## config.mk

```make
export PLATFORM = sky130hd
export DESIGN_NAME = wb_write_arbiter
export DESIGN_NICKNAME = d
export VERILOG_FILES = /design/src/rtl/wb_write_arbiter.sv
export SDC_FILE = /design/constraint.sdc
export NUM_CORES = 1
export LEC_CHECK = 0
export BUFFER_PORTS_ARGS = -buffer_cell sky130_fd_sc_hd__buf_2
export CORE_AREA = 2 2 152 154
export DETAILED_ROUTE_END_ITERATION = 12
export DIE_AREA = 0 0 154 156
export HOLD_SLACK_MARGIN = 0.03
export PLACE_DENSITY = 0.54
export SYNTH_ARGS = -nofsm -noshare
export SYNTH_HDL_FRONTEND = slang
export SYNTH_SLANG_ARGS = --single-unit
```

## constraint.sdc

```tcl
create_clock -name clk -period 3.2 [get_ports clk]
set_input_delay 0.16 -clock clk [delete_from_list [all_inputs] [get_ports clk]]
set_output_delay 0.16 -clock clk [all_outputs]
set_load 0.05 [all_outputs]
```

## src/rtl/wb_write_arbiter.sv

```systemverilog
// Round-robin write-back arbiter for the dual-write-port register file.
// Packs two non-colliding single writes into one cycle; outputs are registered.
module wb_write_arbiter #(
  parameter int unsigned NUM_REQ = 3,
  parameter int unsigned CNT_W   = 16
) (
  input  logic                    clk,
  input  logic                    rst,
  input  logic [NUM_REQ-1:0]      req_valid,
  output logic [NUM_REQ-1:0]      req_ready,
  input  logic [NUM_REQ-1:0]      req_dual,
  input  logic [3*NUM_REQ-1:0]    req_addr0,
  input  logic [3*NUM_REQ-1:0]    req_addr1,
  input  logic [16*NUM_REQ-1:0]   req_data0,
  input  logic [16*NUM_REQ-1:0]   req_data1,
  output logic                    reg_write_en,
  output logic [1:0]              write_mode,
  output logic [2:0]              reg_write_addr_0,
  output logic [2:0]              reg_write_addr_1,
  output logic [15:0]             data_in_0,
  output logic [15:0]             data_in_1,
  output logic [CNT_W-1:0]        pack_count,
  output logic [CNT_W-1:0]        conflict_count
);

  localparam int unsigned PTR_W = (NUM_REQ > 2) ? 2 : 1;

  logic [PTR_W-1:0] rr_ptr, rr_next;
  logic [2:0]       a0 [NUM_REQ];
  logic [2:0]       a1 [NUM_REQ];
  logic [15:0]      d0 [NUM_REQ];
  logic [15:0]      d1 [NUM_REQ];

  logic             found_w, found_s, cand_seen, do_pack, do_conflict;
  logic [PTR_W-1:0] w_idx, s_idx, idx, last_idx;
  logic [NUM_REQ-1:0] grant;
  logic [1:0]       n_mode;
  logic [2:0]       n_a0, n_a1;
  logic [15:0]      n_d0, n_d1;

  function automatic logic [PTR_W-1:0] scan_at(input logic [PTR_W-1:0] p, input int unsigned k);
    int unsigned s;
    s = {{(32-PTR_W){1'b0}}, p} + k;
    if (s >= NUM_REQ) s = s - NUM_REQ;
    return PTR_W'(s);
  endfunction

  always_comb begin
    for (int unsigned i = 0; i < NUM_REQ; i++) begin
      a0[i] = req_addr0[3*i +: 3];
      a1[i] = req_addr1[3*i +: 3];
      d0[i] = req_data0[16*i +: 16];
      d1[i] = req_data1[16*i +: 16];
    end
  end

  // W is the first valid requester from rr_ptr; every later valid single is a
  // pairing candidate, and S is the first of those with a different addr0.
  always_comb begin
    found_w   = 1'b0;
    found_s   = 1'b0;
    cand_seen = 1'b0;
    w_idx     = '0;
    s_idx     = '0;
    idx       = '0;
    for (int unsigned k = 0; k < NUM_REQ; k++) begin
      idx = scan_at(rr_ptr, k);
      if (req_valid[idx]) begin
        if (!found_w) begin
          found_w = 1'b1;
          w_idx   = idx;
        end else if (!req_dual[w_idx] && !req_dual[idx]) begin
          cand_seen = 1'b1;
          if (!found_s && (a0[idx] != a0[w_idx])) begin
            found_s = 1'b1;
            s_idx   = idx;
          end
        end
      end
    end
  end

  always_comb begin
    grant  = '0;
    n_mode = 2'b00;
    n_a0   = '0;
    n_a1   = '0;
    n_d0   = '0;
    n_d1   = '0;
    if (found_w) begin
      grant[w_idx] = 1'b1;
      if (req_dual[w_idx]) begin
        n_a0 = a0[w_idx];
        if (a0[w_idx] != a1[w_idx]) begin
          n_mode = 2'b11;
          n_d0   = d0[w_idx];
          n_a1   = a1[w_idx];
          n_d1   = d1[w_idx];
        end else begin
          n_mode = 2'b01;
          n_d0   = d1[w_idx];
        end
      end else begin
        n_a0 = a0[w_idx];
        n_d0 = d0[w_idx];
        if (found_s) begin
          grant[s_idx] = 1'b1;
          n_mode = 2'b11;
          n_a1   = a0[s_idx];
          n_d1   = d0[s_idx];
        end else begin
          n_mode = 2'b01;
        end
      end
    end
  end

  assign req_ready   = grant;
  assign do_pack     = found_w && found_s;
  assign do_conflict = found_w && !req_dual[w_idx] && cand_seen && !found_s;
  assign last_idx    = found_s ? s_idx : w_idx;
  assign rr_next     = (last_idx == PTR_W'(NUM_REQ - 1)) ? '0 : last_idx + 1'b1;

  always_ff @(posedge clk or posedge rst) begin
    if (rst) begin
      rr_ptr           <= '0;
      reg_write_en     <= 1'b0;
      write_mode       <= 2'b00;
      reg_write_addr_0 <= '0;
      reg_write_addr_1 <= '0;
      data_in_0        <= '0;
      data_in_1        <= '0;
      pack_count       <= '0;
      conflict_count   <= '0;
    end else begin
      if (found_w) rr_ptr <= rr_next;
      reg_write_en     <= (n_mode != 2'b00);
      write_mode       <= n_mode;
      reg_write_addr_0 <= n_a0;
      reg_write_addr_1 <= n_a1;
      data_in_0        <= n_d0;
      data_in_1        <= n_d1;
      if (do_pack && (pack_count != '1)) pack_count <= pack_count + 1'b1;
      if (do_conflict && (conflict_count != '1)) conflict_count <= conflict_count + 1'b1;
    end
  end

endmodule

```

==> results of run 1 <==
[Yosys cell counts, drive strengths merged (2+ instances only)]
master / number / area share [%]
a31oi: 4 / 0.57
o211ai: 5 / 0.68
a21o: 2 / 0.27
nand3b: 3 / 0.41
or2: 4 / 0.45
a2111oi: 14 / 2.2
xor2: 16 / 2.5
o21a: 2 / 0.27
nor4: 8 / 1.2
a22oi: 9 / 1.3
nand2: 93 / 6.3
o221ai: 2 / 0.32
inv: 35 / 2.4
mux2: 9 / 1.8
dfrtp: 75 / 34
a221oi: 5 / 0.80
nor2b: 2 / 0.23
nand4: 13 / 1.5
a21boi: 3 / 0.41
o22a: 13 / 2.1
nor3: 13 / 1.2
o22ai: 22 / 2.5
ha: 5 / 1.1
a22o: 5 / 0.80
nor2: 30 / 2.1
a21oi: 19 / 1.8
nand2b: 5 / 0.57
buf: 25 / 3.1
a311oi: 3 / 0.48
o2bb2ai: 3 / 0.48
xnor2: 22 / 3.6
and4b: 4 / 0.73
nand3: 10 / 0.91
and3: 7 / 0.80
and2: 2 / 0.23
mux2i: 59 / 11
or3: 4 / 0.55
clkbuf: 19 / 1.3
and2b: 2 / 0.27
o21ai: 44 / 4.1
and4: 3 / 0.48
[sequential cells by signal, indices dropped and copies added, names as in the netlist]
| register | count |
|---|---|
| rr_ptr | 2 |
| reg_write_addr_1 | 3 |
| data_in_1 | 16 |
| write_mode | 2 |
| pack_count | 16 |
| reg_write_en | 1 |
| data_in_0 | 16 |
| conflict_count | 16 |
| reg_write_addr_0 | 3 |
[worst max-delay path, cell delays in order (launching register included)]
cell and delay [ps]:
dfrtp_2 450, ha_4 320, mux2i_2 220, o21ai_2 100, or3_4 400, o211a_4 190, a21oi_4 220, buf_6 140
a22oi_2 80, xor2_1 210, buf_4 170, nor4_4 270, buf_4 170, clkbuf_16 160, mux2i_1 180
[stage by stage]
step	setup TNS (ps)	area [sq um]	util, %
floorplan	-298	5550	-
global placement	-16320	7510	33.6
detailed placement	-16650	7510	33.6
CTS	-5270	8470	37.9
global route	-12110	9090	40.6
finish	-6600	9090	40.6
[worst max-delay path by stage]
stage	start	end	cells after the start
CTS	rr_ptr[1]$_DFFE_PP0N_	req_ready[2]	13
global placement	rr_ptr[1]$_DFFE_PP0N_	reg_write_addr_1[2]$_DFF_PP0_	12
floorplan	rr_ptr[0]$_DFFE_PP0N_	conflict_count[3]$_DFFE_PP0P_	13
global route	rr_ptr[1]$_DFFE_PP0N_	data_in_0[4]$_DFF_PP0_	14
finish	rr_ptr[1]$_DFFE_PP0N_	data_in_0[4]$_DFF_PP0_	14
detailed placement	rr_ptr[1]$_DFFE_PP0N_	reg_write_addr_1[0]$_DFF_PP0_	12
[metal layers]
| metal | up-vias | track usage, % | part of all wire [%] |
|---|---|---|---|
| li1 | 2954 | - | - |
| met1 | 2999 | 22.1 | 42 |
| met2 | 242 | 30.3 | 51 |
| met3 | 26 | 2.31 | 5.4 |
| met4 | 0 | 5.47 | 1.9 |
| met5 | - | 0 | 0 |
[area by class of cell]
class	instances	area share, %
Timing Repair Buffer	348	26.7
Inverter	36	1.57
Clock buffer	12	2.71
Antenna cell	1	0.0275
Tap cell	285	3.92
Multi-Input combinational cell	482	43.6
Clock inverter	4	0.812
Sequential cell	75	20.7
[placed cells by master (no fill, tap or decap), drive strengths merged, types with 7 or more instances in the layout]
cell,count
mux2,9
inv,33
a22oi,9
nand4,13
nor4,8
nor3,13
clkbuf,13
nand2,93
dfrtp,75
xnor2,22
mux2i,59
a2111oi,14
and3,7
nand3,10
buf,346
nor2,30
o21ai,44
o22a,13
o22ai,22
xor2,16
a21oi,19
[power breakdown]
| part | switching, mW | leakage [nW] | internal (mW) |
|---|---|---|---|
| sequential | 0.149 | 0.965 | 1.27 |
| clock | 0.402 | 0.157 | 0.706 |
| combinational | 5.36 | 3.21 | 4.30 |
| total | 5.91 | 4.33 | 6.27 |
[repair_timing]
| item | 4_1_cts | 5_1_grt |
|---|---|---|
| gates resized for setup | 87 | 80 |
| cloned | 3 | 1 |
| pin swaps | 33 | 42 |
| setup endpoints to repair | 72 | 63 |
| endpoints found under the hold margin | 75 | 0 |
| hold buffers | 1 | 0 |
| setup buffers | 24 | 24 |
[cell families after synthesis]
logic type,after synthesis
buffers and inverters,80
flip-flops,75
XOR/XNOR,38
adder cells (fa/ha/maj),5
AO/OA/AOI/OAI,161
multiplexers,68
AND/OR/NAND/NOR,209
==> reports/metrics.cfg, run 1 <==
[timing]
tightestPinTransition_ps=609
drv_slew=0
fmax_mhz=294
skew_ps=5.15
holdWs_ps=91.1
timing.final.ws_setup_ps=-197
rsz0062_at_grt=true
period_needed_ps=3400
setup_viol=47
period_share_pct=106
relSlewSlack_pct=59.3
timing_hold_violations_final=0

[synth]
yosysWarnings=0
synth_top_family_by_area=compound AO/OA/AOI/OAI gates
synth_area_sq_um=5510
synth_compound_area_share_pct=20.1
synth.area.mux_share_pct=12.6
synth_xor_xnor_area_share_pct=6.18
synth_cell_types=71
synthAdderAreaFrac_pct=1.14
yosys.area_share.simple_pct=19.1
syn-instance-count=636
ys_seq_elements=75
synth_area_per_cell_sq_um=8.66
syn_nets=763
synthArstFlopShare_pct=100
ys_dominant_reg_cell=dfrtp_1
synth_edf_count=0
yosysSeqAreaShare_pct=34.1

[worst_setup_path]
critPathKind=reg2reg
timing.rr.end=data_in_0[4]$_DFF_PP0_
cp.arrival_ps=3650
r2r_setup_slack_ps=-200
worstPathRequired_ps=3450
r2r_start=rr_ptr[1]$_DFFE_PP0N_
crit_path_start_kind=register
end_kind=register
reg2reg_depth=14
crit_path_max_fanout=8

[power_and_ir_drop]
ir_worst_vdd_mv=0.557
p_total_mw=12.2
power_leakage_nw=4.33
p_per_area_nw_per_um2=1340

[global_route]
grt_pass1_vias=6064
antenna_found_initial=1
grt-ovfl-total=0
grt.total_usage_pct=17.3
grt_max_degree=39
grt_pass1_wl_microns=32900

[die]
design.core.area_sq_um=22400
die_width_microns=154
die_h_microns=156
die_area_sq_um=24000
rows=55
io_pins=198
start_util_pct=24.6

[min_path]
min_path_type=in2reg
hp-start=req_data0[2]
holdPathEnd=data_in_1[2]$_DFF_PP0_
hold_depth=3

[final_layout]
multi_input_area_sq_um=3960
nets=1079
drive_gt1_share_pct=48.6
register_area_sq_um=1880
instances_no_fill=1243
fill_cells=2215
syn2layout_area_growth_pct=65.0

[route]
drc=0
drt_wl_total_microns=22100
drt-initial-drc-count=404
firstDrtPassIters=5
vias=6221
antenna_left=0
post_drt_wl_per_cell_microns=17.7
vias_per_cell=5.00

[place]
routabilityCongestion=0.874
numPortBuffers=197
dp_worst_setup_slack_ps=-383
hpwlAfterDp_microns=15800
dpl.cell_count=1175

[status]
violations=setup timing
status=finished, violations left

[run]
maxCapViolations=0

[clocking]
numCtsBuffers=9
clk-insertion-delay-late_ps=330
clk_path_buf_depth=2
cts-root-buf=clkbuf_16
htreeDepth=3
cts_sinks=75
cts_tree=built
clk_pin_slew_ps=60

Note: power is estimated with default switching activity, not from simulation.
==> run 2: changes to the inputs <==
==> constraint.sdc (replaced) <==
create_clock -name clk -period 3.2 [get_ports clk]
set_input_delay 0.16 -clock clk [delete_from_list [all_inputs] [get_ports clk]]
set_output_delay 0.16 -clock clk [all_outputs]
set_load 0.01 [all_outputs]
==> run 2 against run 1 <==
The flow still finishes with violations (setup timing); fmax down 4.4%; via count shrank 0.56%; non-clock buffer count up 10; clock skew is 0.75 ps lower; final cell count up 0.80%; largest power group unchanged; largest cell class unchanged; first-iteration DRC count fell by 3.7%.
==> reports/metrics.cfg, run 2 (synthesized netlist as in run 1, its figures left out) <==
[final_layout]
fill_cells=2214
instances_no_fill=1253
stdcell_area_sq_um=9190
nets=1089
multi_input_area_sq_um=4010
drive_gt1_share_pct=49.1
syn2layout_area_growth_pct=66.8
mostFrequentLayoutCells=buf_2, buf_4, nand2_1
utilization_pct=41.1
register_area_sq_um=1880
layout_commonest_cell=buf_2

[timing]
relSlewSlack_pct=39.4
skew_ps=4.40
drv_slew=0
holdWs_ps=82.5
setup_viol=52
period_share_pct=111
period_needed_ps=3550
timing_hold_violations_final=0
tightestPinTransition_ps=908
tns_ps=-13490
fmax_mhz=281
timing.final.ws_setup_ps=-353
rsz0062_at_grt=true

[power_and_ir_drop]
p_comb_share_pct=77.8
ir_worst_vdd_mv=0.615
power_leakage_nw=4.39
seq_power_share_pct=12.3
clkPwrFrac_pct=9.9
internal_power_mw=6.31
p_total_mw=11.5
switching_share_pct=45.0
p_per_area_nw_per_um2=1250
power.switching_mw=5.15

[worst_setup_path]
crit_path_max_fanout=8
end_kind=register
crit_chain=inv_2 > ha_4 > buf_4 > mux2i_2 > o22ai_2 > or2_4 > o211a_4 > mux2_4 > a221o_1 > or3b_4 > or3_4 > xnor2_2
cp_slowest_stage_delay_ps=450
cp_slowest_cell=dfrtp_2
cp.arrival_ps=3780
crit_path_start_kind=register
crit_buf_inv=2
critPathKind=reg2reg
worstPathRequired_ps=3430
r2r_setup_slack_ps=-350
cp_top_family=simple AND/OR/NAND/NOR gates

[route]
vias_per_cell=4.94
drt_wl_total_microns=22400
post_drt_wl_per_cell_microns=17.9
vias=6186
firstDrtPassIters=5
drt-initial-drc-count=389
drc=0
antenna_left=0

[die]
die_h_microns=156
start_util_pct=24.6
rows=55
design.core.area_sq_um=22400
die_width_microns=154
die_area_sq_um=24000
io_pins=198

[clocking]
cts_tree=built
clk_pin_slew_ps=60
htreeDepth=3
numCtsBuffers=9
cts-root-buf=clkbuf_16
cts_sinks=75
clk-insertion-delay-late_ps=350
clk_path_buf_depth=2

[place]
hpwlAfterDp_microns=15700
numPortBuffers=197
dp_worst_setup_slack_ps=-480
routabilityCongestion=0.883
placed_area_sq_um=7490
dpl.cell_count=1177

[global_route]
grt_pass1_wl_microns=33400
grt.total_usage_pct=17.6
grt_pass1_vias=6145
antenna_found_initial=1
grt-ovfl-total=0
grt_max_degree=50

[status]
status=finished, violations left
violations=setup timing

[min_path]
min_path_type=in2reg

[run]
maxCapViolations=0

==> run 2: final cells by class <==
cell class,count,share of cell area [%]
multi-input combinational,482,43.7
clock buffer,10,2.60
antenna,1,0.0272
tap,285,3.88
inverter,36,1.48
clock inverter,6,0.967
timing repair buffer,358,26.9
sequential,75,20.4
==> run 2: final timing paths <==
kind / cells after the start / startpoint / to
setup / recovery: 12 / rr_ptr[0]$_DFFE_PP0N_ / conflict_count[3]$_DFFE_PP0P_
hold / removal: 3 / req_data0[0] / data_in_1[0]$_DFF_PP0_
setup reg to reg: 12 / rr_ptr[0]$_DFFE_PP0N_ / conflict_count[3]$_DFFE_PP0P_
hold reg to reg: 1 / pack_count[9]$_DFFE_PP0P_ / pack_count[9]$_DFFE_PP0P_
max in group asynchronous: 4 / rst / pack_count[9]$_DFFE_PP0P_
min in group asynchronous: 3 / rst / reg_write_en$_DFF_PP0_
==> run 2: layer usage <==
metal | part of all wire, % | global-route usage, % | up-vias
met1 | 44 | 23.5 | 2989
met3 | 6.0 | 3.97 | 24
li1 | - | - | 2967
met4 | 1.6 | 5.07 | 0
met5 | 0 | 0 | -
met2 | 48 | 28.7 | 206
==> run 2: power by group through the flow <==
stage                     Combinational (mW)  Clock (mW)  Sequential (mW)
after floorplan                         3.54           0             1.54
after global placement                  6.13           0             1.42
after detailed placement                6.18           0             1.41
after CTS                               7.72        1.16             1.40
after global routing                    9.50        1.20             1.43
final                                   8.91        1.13             1.41
==> run 2: worst reg2reg max path: cells and delay by family (launching register included) <==
| kind | cells | cell delay, ps |
|---|---|---|
| flip-flops | 1 | 450 |
| adder cells (fa/ha/maj) | 1 | 190 |
| multiplexers | 2 | 560 |
| AND/OR/NAND/NOR | 3 | 1090 |
| AO/OA/AOI/OAI | 3 | 750 |
| XOR/XNOR | 1 | 130 |
| buffers and inverters | 2 | 280 |
==> run 2: what timing repair did <==
item	in CTS	in global routing
buffers inserted	41	19
hold buffers	1	0
gates cloned	5	1
gates resized for setup	108	74
endpoints found under the setup margin	64	72
hold endpoints to repair	47	0
pin swaps	26	29
==> run 3: changes to the inputs <==
--- a/config.mk
+++ b/config.mk
@@ -14,3 +14,4 @@
 export SYNTH_ARGS = -nofsm -noshare
 export SYNTH_HDL_FRONTEND = slang
 export SYNTH_SLANG_ARGS = --single-unit
+export TNS_END_PERCENT = 50
==> run 3 against run 2 <==
The run still ends with setup timing left; total power is 1.8% lower; worst hold slack worse by 1.4 ps; critical path depth is 2 higher; worst setup slack improved by 32 ps; largest power group unchanged.
==> reports/metrics.cfg, run 3 (synthesized netlist as in run 1, its figures left out) <==
[die]
io_pins=198
design.core.area_sq_um=22400
start_util_pct=24.6
die_width_microns=154
die_h_microns=156
die_area_sq_um=24000
rows=55

[timing]
period_share_pct=110
skew_ps=4.95
rsz0062_at_grt=true
drv_slew=0
period_needed_ps=3520
holdWs_ps=81.1
timing_hold_violations_final=0
setup_viol=51
fmax_mhz=284
timing.final.ws_setup_ps=-321
tns_ps=-11460
relSlewSlack_pct=38.5
tightestPinTransition_ps=922

[route]
drt_wl_total_microns=22200
vias_per_cell=4.92
drc=0
drt-initial-drc-count=392
post_drt_wl_per_cell_microns=17.8
antenna_left=0
firstDrtPassIters=4
vias=6135

[place]
dp_worst_setup_slack_ps=-480
dpl.cell_count=1177
numPortBuffers=197
routabilityCongestion=0.883
hpwlAfterDp_microns=15700

[clocking]
cts_sinks=75
numCtsBuffers=9
clk-insertion-delay-late_ps=340
cts-root-buf=clkbuf_16
clk_pin_slew_ps=60
htreeDepth=3
clk_path_buf_depth=2
cts_tree=built

[final_layout]
multi_input_area_sq_um=3980
mostFrequentLayoutCells=buf_2, buf_4, nand2_1
instances_no_fill=1246
fill_cells=2222
antenna_cells=0
nets=1083
layout_commonest_cell=buf_2
drive_gt1_share_pct=49.4
register_area_sq_um=1880
syn2layout_area_growth_pct=64.6

[global_route]
grt_pass1_vias=6130
antenna_found_initial=0
grt-ovfl-total=0
grt_max_degree=50
grt.total_usage_pct=17.6
grt_pass1_wl_microns=33400

[power_and_ir_drop]
power.switching_mw=5.06
clkPwrFrac_pct=10.0
p_comb_share_pct=77.5
internal_power_mw=6.19
switching_share_pct=45.0
ir_worst_vdd_mv=0.591
power_leakage_nw=4.27
seq_power_share_pct=12.5
p_total_mw=11.3
p_per_area_nw_per_um2=1240

[worst_setup_path]
cp_slowest_stage_delay_ps=450
end_kind=register
cp_top_family=compound AO/OA/AOI/OAI gates
crit_buf_inv=5
worstPathRequired_ps=3440
crit_chain=inv_2 > ha_4 > buf_6 > mux2i_2 > o22ai_2 > or2_4 > o211a_4 > mux2_2 > buf_4 > a22oi_2 > o41ai_4 > buf_6 > buf_4 > a2111oi_4
cp.arrival_ps=3760
crit_path_start_kind=register
cp_slowest_cell=dfrtp_2
critPathKind=reg2reg
crit_path_max_fanout=8

[run]
maxCapViolations=0

[status]
violations=setup timing
status=finished, violations left

[min_path]
min_path_type=in2reg

[run 3: cell type report]
type                       count  share of cell area (%)
multi-input combinational    482                    43.9
clock buffer                  10                    2.64
clock inverter                 6                   0.980
inverter                      36                    1.50
timing repair buffer         352                    26.3
tap                          285                    3.93
sequential                    75                    20.7
[run 3: power by group through the flow]
stage               registers, mW  clock network, mW  logic [mW]
floorplan                    1.54                  0        3.54
global placement             1.42                  0        6.13
detailed placement           1.41                  0        6.18
CTS                          1.40               1.16        7.63
global route                 1.43               1.20        9.30
finish                       1.41               1.13        8.72
[run 3: tightest hold or removal path, delay by kind of cell]
family / cells / cell delay (ps)
AO/OA/AOI/OAI: 1 / 60
buffers and inverters: 2 / 170
[run 3: worst paths after layout]
path | depth (start not counted) | to | slack, ps | from
max in group asynchronous | 4 | pack_count[9]$_DFFE_PP0P_ | 1930 | rst
hold reg to reg | 1 | conflict_count[5]$_DFFE_PP0P_ | 490 | conflict_count[5]$_DFFE_PP0P_
min in group asynchronous | 3 | reg_write_en$_DFF_PP0_ | 520 | rst
setup reg to reg | 14 | reg_write_addr_1[1]$_DFF_PP0_ | -320 | rr_ptr[0]$_DFFE_PP0N_
hold / removal | 3 | data_in_1[6]$_DFF_PP0_ | 80 | req_data0[6]
setup / recovery | 14 | reg_write_addr_1[1]$_DFF_PP0_ | -320 | rr_ptr[0]$_DFFE_PP0N_
[run 3: stage by stage]
stage | utilization, % | cell area (sq um)
global route | 40.5 | 9060
CTS | 38.3 | 8580
detailed placement | 33.5 | 7490
floorplan | - | 5550
finish | 40.5 | 9060
global placement | 33.5 | 7490
[run 3: routing by layer]
metal  track usage, %  up-vias  wire, microns
li1                 -     2962              -
met1             23.5     2937          10000
met2             28.8      214          10600
met3             3.78       22           1290
met4             4.98        0            326
met5                0        -              0
[run 3: timing repair]
item | CTS | global route
setup buffers | 38 | 13
cloned | 5 | 1
pin swaps | 21 | 20
setup endpoints to repair | 64 | 68
hold endpoints to repair | 47 | 0
resized for setup | 100 | 72
hold buffers | 1 | 0
